**config.mk**
```make
export PLATFORM = sky130hd
export DESIGN_NAME = pipe_ctrl_flat
export DESIGN_NICKNAME = d
export VERILOG_FILES = /design/src/rtl/pipe_ctrl_if.sv /design/src/rtl/pipe_ctrl.sv /design/src/flat_wrapper.sv
export SDC_FILE = /design/constraint.sdc
export NUM_CORES = 1
export LEC_CHECK = 0
export ABC_AREA = 1
export CAP_MARGIN = 10
export CORE_UTILIZATION = 25
export DETAILED_ROUTE_END_ITERATION = 12
export GPL_ROUTABILITY_DRIVEN = 0
export HOLD_SLACK_MARGIN = 0.05
export SLEW_MARGIN = 0
export SYNTH_ARGS = -nofsm -noshare
export SYNTH_HDL_FRONTEND = slang
export SYNTH_SLANG_ARGS = --single-unit
```
**constraint.sdc**
```tcl
create_clock -name ck -period 1.71 [get_ports ck]
set_input_delay 0.342 -clock ck [delete_from_list [all_inputs] [get_ports ck]]
set_output_delay 0.342 -clock ck [all_outputs]
set_load 0.01 [all_outputs]
```
**src/rtl/pipe_ctrl_if.sv**
```systemverilog
// Datapath-facing bundle of the pipe_ctrl sequencer.
// master = controller side, slave = datapath side.
interface pipe_ctrl_if #(
   parameter int PC_W = 32
);
   logic [23:0]     dec_inst;
   logic            dec_valid;
   logic            ex_br_taken;
   logic [PC_W-1:0] ex_br_target;
   logic [PC_W-1:0] pc;
   logic            fetch_en;
   logic            issue;
   logic            ex_nop;
   logic            stall;
   logic            halted;

   modport master (
      input  dec_inst, dec_valid, ex_br_taken, ex_br_target,
      output pc, fetch_en, issue, ex_nop, stall, halted
   );

   modport slave (
      output dec_inst, dec_valid, ex_br_taken, ex_br_target,
      input  pc, fetch_en, issue, ex_nop, stall, halted
   );
endinterface

```
**src/rtl/pipe_ctrl.sv**
```systemverilog
// 3-stage sequencer: PC, fetch enable, flush bubbles, RAW interlock, halt.
// Optional perf counters when PIPE_CTRL_PERF_EN is defined.
module pipe_ctrl #(
   parameter int              PC_W      = 32,
   parameter int              FLUSH_CYC = 3,
   parameter logic [PC_W-1:0] START_PC  = '0
) (
   input  logic        ck,
   input  logic        rst_n,
   input  logic        run,
`ifdef PIPE_CTRL_PERF_EN
   output logic [31:0] perf_cyc,
   output logic [31:0] perf_stall,
   output logic [31:0] perf_flush,
`endif
   pipe_ctrl_if.master bus
);
   typedef enum logic [1:0] {IDLE, RUN, FLUSH, HALT} state_t;

   localparam logic [2:0] FC = 3'(FLUSH_CYC);

   state_t          state, state_n;
   logic [2:0]      cnt, cnt_n;
   logic            sb_v, sb_v_n;
   logic [5:0]      sb_rd, sb_rd_n;
   logic [PC_W-1:0] pc_q, pc_n;
   logic            fe_q, fe_n;
   logic            iss_q, iss_n;
   logic            nop_q, nop_n;
   logic            st_q, st_n;
   logic            hlt_q, hlt_n;

   logic [1:0] ot;
   logic [3:0] op;
   logic [5:0] rd, rs, rt;
   logic       wr, use_rd, use_rs, use_rt;
   logic       hz, is_jmp, is_hlt, dec_run;

   assign {ot, op, rd, rs, rt} = bus.dec_inst;

   always_comb begin
      wr     = 1'b0;
      use_rd = 1'b0;
      use_rs = 1'b0;
      use_rt = 1'b0;
      unique case (ot)
         2'b00: begin
            wr = op inside {4'd0, 4'd1, 4'd2, 4'd4, 4'd5,
                            4'd9, 4'd10, 4'd11};
            use_rs = 1'b1;
            use_rt = 1'b1;
            use_rd = op inside {4'd6, 4'd7};
         end
         2'b01: begin
            wr = op inside {4'd0, 4'd1, 4'd2, 4'd4, 4'd5,
                            4'd9, 4'd10, 4'd11, 4'd13};
            use_rs = 1'b1;
            use_rd = op inside {4'd6, 4'd7, 4'd12};
         end
         default: ;
      endcase
   end

   assign hz = bus.dec_valid & sb_v &
               ((use_rs & (rs == sb_rd)) |
                (use_rt & (rt == sb_rd)) |
                (use_rd & (rd == sb_rd)));
   assign is_jmp = bus.dec_valid & (ot == 2'b10);
   assign is_hlt = bus.dec_valid & (ot == 2'b11) & (op == 4'hf);
   // the last flush cycle already decides like RUN
   assign dec_run = (state == RUN) |
                    ((state == FLUSH) & (cnt == 3'd1));

   always_ff @(posedge ck) begin
      if (!rst_n) state <= IDLE;
      else        state <= state_n;
   end

   always_comb begin
      state_n = state;
      unique case (state)
         IDLE: if (run) state_n = RUN;
         RUN, FLUSH: begin
            if (dec_run & is_hlt)
               state_n = HALT;
            else if (bus.ex_br_taken | (dec_run & is_jmp))
               state_n = FLUSH;
            else if (dec_run)
               state_n = RUN;
         end
         HALT: state_n = HALT;
      endcase
   end

   always_comb begin
      pc_n    = pc_q;
      cnt_n   = cnt;
      fe_n    = 1'b0;
      iss_n   = 1'b0;
      nop_n   = 1'b1;
      st_n    = 1'b0;
      hlt_n   = hlt_q;
      sb_v_n  = 1'b0;
      sb_rd_n = sb_rd;
      if (state == IDLE) begin
         fe_n = run;
      end else if (state == HALT) begin
         fe_n = 1'b0;
      end else if (dec_run & is_hlt) begin
         hlt_n = 1'b1;
         cnt_n = 3'd0;
      end else if (bus.ex_br_taken) begin
         pc_n  = bus.ex_br_target;
         cnt_n = FC;
         fe_n  = 1'b1;
      end else if (dec_run & is_jmp) begin
         pc_n  = PC_W'(rt);
         cnt_n = FC;
         fe_n  = 1'b1;
      end else if (dec_run & hz) begin
         st_n  = 1'b1;
         cnt_n = 3'd0;
      end else if (dec_run) begin
         pc_n    = pc_q + PC_W'(1);
         cnt_n   = 3'd0;
         fe_n    = 1'b1;
         iss_n   = bus.dec_valid;
         nop_n   = ~bus.dec_valid;
         sb_v_n  = bus.dec_valid & wr;
         sb_rd_n = rd;
      end else begin
         pc_n  = pc_q + PC_W'(1);
         cnt_n = cnt - 3'd1;
         fe_n  = 1'b1;
      end
   end

   always_ff @(posedge ck) begin
      if (!rst_n) begin
         pc_q  <= START_PC;
         cnt   <= 3'd0;
         sb_v  <= 1'b0;
         sb_rd <= 6'd0;
         fe_q  <= 1'b0;
         iss_q <= 1'b0;
         nop_q <= 1'b1;
         st_q  <= 1'b0;
         hlt_q <= 1'b0;
      end else begin
         pc_q  <= pc_n;
         cnt   <= cnt_n;
         sb_v  <= sb_v_n;
         sb_rd <= sb_rd_n;
         fe_q  <= fe_n;
         iss_q <= iss_n;
         nop_q <= nop_n;
         st_q  <= st_n;
         hlt_q <= hlt_n;
      end
   end

   assign bus.pc       = pc_q;
   assign bus.fetch_en = fe_q;
   assign bus.issue    = iss_q;
   assign bus.ex_nop   = nop_q;
   assign bus.stall    = st_q;
   assign bus.halted   = hlt_q;

`ifdef PIPE_CTRL_PERF_EN
   always_ff @(posedge ck) begin
      if (!rst_n) begin
         perf_cyc   <= '0;
         perf_stall <= '0;
         perf_flush <= '0;
      end else begin
         if (((state == RUN) | (state == FLUSH)) & (perf_cyc != '1))
            perf_cyc <= perf_cyc + 32'd1;
         if (st_q & (perf_stall != '1))
            perf_stall <= perf_stall + 32'd1;
         if ((state == FLUSH) & (perf_flush != '1))
            perf_flush <= perf_flush + 32'd1;
      end
   end
`endif
endmodule

```
**src/flat_wrapper.sv**
```systemverilog
// flat-port wrapper written by rule: the top's interface ports become plain ports
module pipe_ctrl_flat 
#(
   parameter int              PC_W      = 32,
   parameter int              FLUSH_CYC = 3,
   parameter logic [PC_W-1:0] START_PC  = '0
)
  (ck, rst_n, run, bus_dec_inst, bus_dec_valid, bus_ex_br_taken, bus_ex_br_target, bus_pc, bus_fetch_en, bus_issue, bus_ex_nop, bus_stall, bus_halted);
  pipe_ctrl_if #(.PC_W(PC_W)) bus_i ();
  input  logic ck;
  input  logic rst_n;
  input  logic run;
  input wire logic [$bits(bus_i.dec_inst)-1:0] bus_dec_inst;
  input wire logic [$bits(bus_i.dec_valid)-1:0] bus_dec_valid;
  input wire logic [$bits(bus_i.ex_br_taken)-1:0] bus_ex_br_taken;
  input wire logic [$bits(bus_i.ex_br_target)-1:0] bus_ex_br_target;
  output wire logic [$bits(bus_i.pc)-1:0] bus_pc;
  output wire logic [$bits(bus_i.fetch_en)-1:0] bus_fetch_en;
  output wire logic [$bits(bus_i.issue)-1:0] bus_issue;
  output wire logic [$bits(bus_i.ex_nop)-1:0] bus_ex_nop;
  output wire logic [$bits(bus_i.stall)-1:0] bus_stall;
  output wire logic [$bits(bus_i.halted)-1:0] bus_halted;
  assign bus_i.dec_inst = bus_dec_inst;
  assign bus_i.dec_valid = bus_dec_valid;
  assign bus_i.ex_br_taken = bus_ex_br_taken;
  assign bus_i.ex_br_target = bus_ex_br_target;
  assign bus_pc = bus_i.pc;
  assign bus_fetch_en = bus_i.fetch_en;
  assign bus_issue = bus_i.issue;
  assign bus_ex_nop = bus_i.ex_nop;
  assign bus_stall = bus_i.stall;
  assign bus_halted = bus_i.halted;
  pipe_ctrl #(.PC_W(PC_W), .FLUSH_CYC(FLUSH_CYC), .START_PC(START_PC)) u_core (.ck(ck), .rst_n(rst_n), .run(run), .bus(bus_i));
endmodule
```
# Word-level counts from Yosys, hierarchy flattened
# Cells that the tools add are included.
# totals
reg_bits	49
latchBits	0
mem_bits_rw	0
rom_bits	0
output_inout_bits	37
mem_count	0
# classes
add_sub_neg	2
mul	0
div_mod_pow	0
n_lt_le_gt_ge	0
eq_ne	25
shift	0
muxes	24
n_bitwise	26
reduce_logical	16
# op_table
op	n
32-bit 2-to-1 mux	3
32-bit by 1-bit adder with 32-bit output (second input constant)	1
4-bit == test (second input constant)	6
6-bit == test	3
4-bit by 3-bit == test with 1-bit output (second input constant)	4
3-bit 2-to-1 mux	5
1-bit bitwise AND	13
1-bit 2-to-1 mux	9
1-bit NOT	9
9-bit nonzero test	1
2-bit == test (second input constant)	4
2-bit 2-to-1 mux	4
8-bit nonzero test	1
8-bit OR reduction	1
7-bit AND reduction	1
2-bit one-hot mux with 3 select lines	1
6-bit OR reduction	1
2-bit by 1-bit == test with 1-bit output (second input constant)	2
4-bit by 1-bit == test with 1-bit output (second input constant)	1
4-bit by 2-bit == test with 1-bit output (second input constant)	1
2-bit logical NOT	2
4-bit logical NOT	1
4-bit by 1-bit != test with 1-bit output (second input constant)	1
1-bit bitwise OR	4
11 further kinds	14

# Logic depth before layout (Yosys ltp)
# logic_depth
word_depth	14
depth_mapped	15
depth_no_buf	14

# Worst setup path after synthesis
# OpenSTA, ideal clock, no wires.
# synth_path
kind	register to register
start	register u_core.state[0]
end	register u_core.pc_q[24] (netlist: u_core.bus.pc[24])
t_arrival_ns	1.678
required_time_ns	1.597
slack_ns	-0.080
stages_incl_launch_ff	16
path_buffers	2
cell_sequence	dfxtp_1 inv_1 ha_1 nand3_1 nand2_2 nand3_4 nand2_4 inv_4 nand2_2 inv_2 nand3_4 nand2_2 buf_6 buf_6 nor2_1 nor2_1
# synth_via
elab_chain_len	6
# synth_rtl
item	line_no	source
from (decl)	pipe_ctrl.sv:22	state_t state, state_n;
from (signal assigned)	pipe_ctrl.sv:76	else state <= state_n;
2-bit == test	pipe_ctrl.sv:72	((state == FLUSH) & (cnt == 3'd1));
1-bit bitwise AND	pipe_ctrl.sv:72	
1-bit bitwise OR	pipe_ctrl.sv:71	assign dec_run = (state == RUN) |
1-bit bitwise AND (on tied branches)	pipe_ctrl.sv:120, pipe_ctrl.sv:109, pipe_ctrl.sv:116	
3-bit by 2-bit != test with 1-bit output (no line), or another cell as far along	--	
4-bit AND reduction (no line) / 32-bit 2-to-1 mux (equally long branches)	--	
to (signal assigned)	pipe_ctrl.sv:150	pc_q <= pc_n;
to (decl)	pipe_ctrl.sv:26	logic [PC_W-1:0] pc_q, pc_n;
# Several ways; a longest one is shown, not always the timed one.
# A chain may end at the register's enable or synchronous reset.

# Final worst setup path
# layout_path
start	register u_core.state[0]
end	register u_core.pc_q[16] (netlist: u_core.bus.pc[16])
# The elaborated chain is that of the path after synthesis.

==> out/results.tsv <==
metric	value	unit
ys_top_cells_by_count	nand2_1 (248), nor2_1 (117), inv_1 (75), dfxtp_1 (49), nand3_1 (44)	
antenna_left	0	
synth_most_common_cell	nand2_1	
clock_skew	0.00960	ns
ff2ff_path_depth	16	
critPathRequiredTime	1.91	ns
wl_met1	6.45	mm
seq_area_frac_synth	26.0	%
drv_slew	0	
antenna_found_initial	1	
synth_edf_count	0	
gr-total-overflow	0	
cts_made_buffers	5	
postSynthAreaPerCell	5.55	sq um
num_vias	4752	
route.met3.wl	686	um
path_class	flip-flop to flip-flop	
ctsHoldBuffers	0	
cpMaxStageDelayCell	dfxtp_4	
dp_hpwl	10.0	mm
pre_cts_ws	-0.436	ns
grt_pass1_vias	4373	
yosysTopAreaCellShare	26.0	%
violations	DRC, setup timing	
ios	98	
drt_pass1_iterations	9	
nets	931	
synth_seq_cells	49	
path_cells	inv_4 -> ha_4 -> nand3_4 -> nand2_4 -> nand3_4 -> nand2_4 -> inv_4 -> nand2_4 -> inv_4 -> nand3_4 -> nand2_8 -> buf_6 -> clkbuf_16 -> nand2_1 -> nand2_1 -> nor2_1	
slowest_delay	0.38	ns
synth_nets	748	
status	finished with violations	
worstPathArrival	1.97	ns
post-route-period-util	104	%
drt_iter0_drc	285	
hold_viol	0	
drv_cap	0	
tightest_slew	0.355	ns
grt_max_degree	41	
endpoint_kind	flip-flop	
crit_family	simple AND/OR/NAND/NOR gates	
critPathMaxFanout	6	
grt_pass1_wl	21.6	mm
p_per_area	861	nW/um^2
syn_inst	680	
synth-main-ff-cell	dfxtp_1	
relSlewSlack	76.3	%
core_area	14600	sq um
worstHoldPathType	flip-flop to flip-flop	
drc	10	
ir_worst_vdd	0.000409	V
syn_to_final_growth	69.2	%
dieArea	15600	sq um
async_reset_ff_share	0	%
yosysWarnings	0	
min_delay_path_depth	2	
path_buf_inv	5	
synth_top_area_cell	dfxtp_1	
synth_cell_types	33	
track_usage	17.2	%
fin_hold_ws	0.458	ns
routed_via_density	4.53	
setup_viol_count_final	19	
rsz0062_at_grt	true	
port_buffers	97	
dr.max_layer_used	met4	
htreeDepth	2	
root_buffer	clkbuf_16	
clock_sinks	49	
power.total	0.00550	W
layout-drive-gt1-share	25.7	%
die_x	125	um
wire_per_inst	13.2	um
fin_crit	1.77	ns
initial_core_util	25.8	%
setup_slack	-0.0602	ns
tritoncts	done	
clock.fmax	0.565	GHz
clock_latency	0.30	ns
rows	44	
wl_met2	6.50	mm
cp.depth	16	
clkTransAtPathRegs	0.07	ns
critPathLaunchType	flip-flop	
wl	13.8	mm
leakage	2.90	nW
synthesis.area	3770	sq um
cts.path.max_buffers	2	
dieHeight	125	um
synthTopCellsByArea	dfxtp_1 (26%), nand2_1 (25%), nor2_1 (12%)	
-- logic make-up after synthesis --
kind of cell    after synthesis  synth area share (%)
buf+inv                     103                  11.1
flops                        49                  26.0
mux                           3                 0.796
compound gates               57                  8.29
simple gates                453                  49.7
fa+ha+maj                     7                  2.32
xor+xnor                      8                  1.86
-- layout make-up --
type                    count  area, sq um
fillers                  1546         8260
clock inverters             1         5.00
flip-flops and latches     49         1010
repair buffers            196         1890
diodes                      1         2.50
clock buffers               7          153
multi-input cells         528         2770
well taps                 184          230
inverters                  83          319
-- worst paths after layout --
path	start	to	slack [ns]
min reg2reg	u_core.bus.halted$_SDFFE_PN0P_	u_core.bus.halted$_SDFFE_PN0P_	0.46
max	u_core.state[0]$_SDFFE_PN0P_	u_core.bus.pc[16]$_SDFFE_PN0P_	-0.06
max reg2reg	u_core.state[0]$_SDFFE_PN0P_	u_core.bus.pc[16]$_SDFFE_PN0P_	-0.06
min	u_core.bus.halted$_SDFFE_PN0P_	u_core.bus.halted$_SDFFE_PN0P_	0.46
-- state kept, by name (all words and copies together), names as in the netlist --
name and count:
u_core.cnt 3, u_core.sb_v 1, u_core.bus.issue 1, u_core.bus.fetch_en 1, u_core.bus.ex_nop 1, u_core.bus.pc 32, u_core.bus.halted 1, u_core.sb_rd 6
u_core.bus.stall 1, u_core.state 2
-- what timing repair did --
| item | in CTS | in global routing |
|---|---|---|
| endpoints found under the hold margin | 0 | 0 |
| cloned | 3 | 3 |
| buffers inserted | 8 | 3 |
| pin swaps | 16 | 33 |
| gates resized for setup | 67 | 94 |
| endpoints found under the setup margin | 44 | 47 |
-- power by group --
part / switching (W) / total, W / internal [W] / leakage (nW)
sequential: 0.000218 / 0.00158 / 0.00137 / 0.409
clock: 0.000482 / 0.00110 / 0.000622 / 0.0799
combinational: 0.00140 / 0.00281 / 0.00141 / 2.41
-- stage by stage --
stage	cells	utilization [%]	TNS [ns]	instance area, sq um
detailed placement	1025	38.2	-17.41	5590
floorplan	680	-	-0.0202	3820
CTS	1043	41.1	-0.0888	6020
finish	1049	43.6	-0.711	6380
global placement	1025	38.2	-16.60	5590
global route	1049	43.6	-2.81	6380
-- layout by cell type (no fill, tap or decap), drive strengths merged, types with 2 or more instances in the layout --
cell type and instances:
clkdlybuf4s50 75, inv 83, nand2 253, mux2i 3, dlymetal6s2s 3, or2 2
nor3 20, nand4 12, xnor2 2, xor2 6, o211ai 4, clkbuf 9
dlygate4sd2 19, nand3 46, nor2 119, buf 97, ha 7, o21ai 23
dfxtp 49, a21oi 24
-- layer usage --
metal | GRT usage, % | up-vias
met5 | 0 | -
met4 | 4.81 | 0
met3 | 2.88 | 10
met2 | 28.8 | 109
met1 | 22.6 | 2137
li1 | - | 2496
-- tightest hold or removal path: cells and delay by family, from the launching register on --
| kind | cells | cell delay, ns |
|---|---|---|
| AOI/OAI and AO/OA | 1 | 0.05 |
| DFF | 1 | 0.31 |
| buffers and inverters | 1 | 0.05 |
Note: power is estimated with default switching activity, not from simulation.
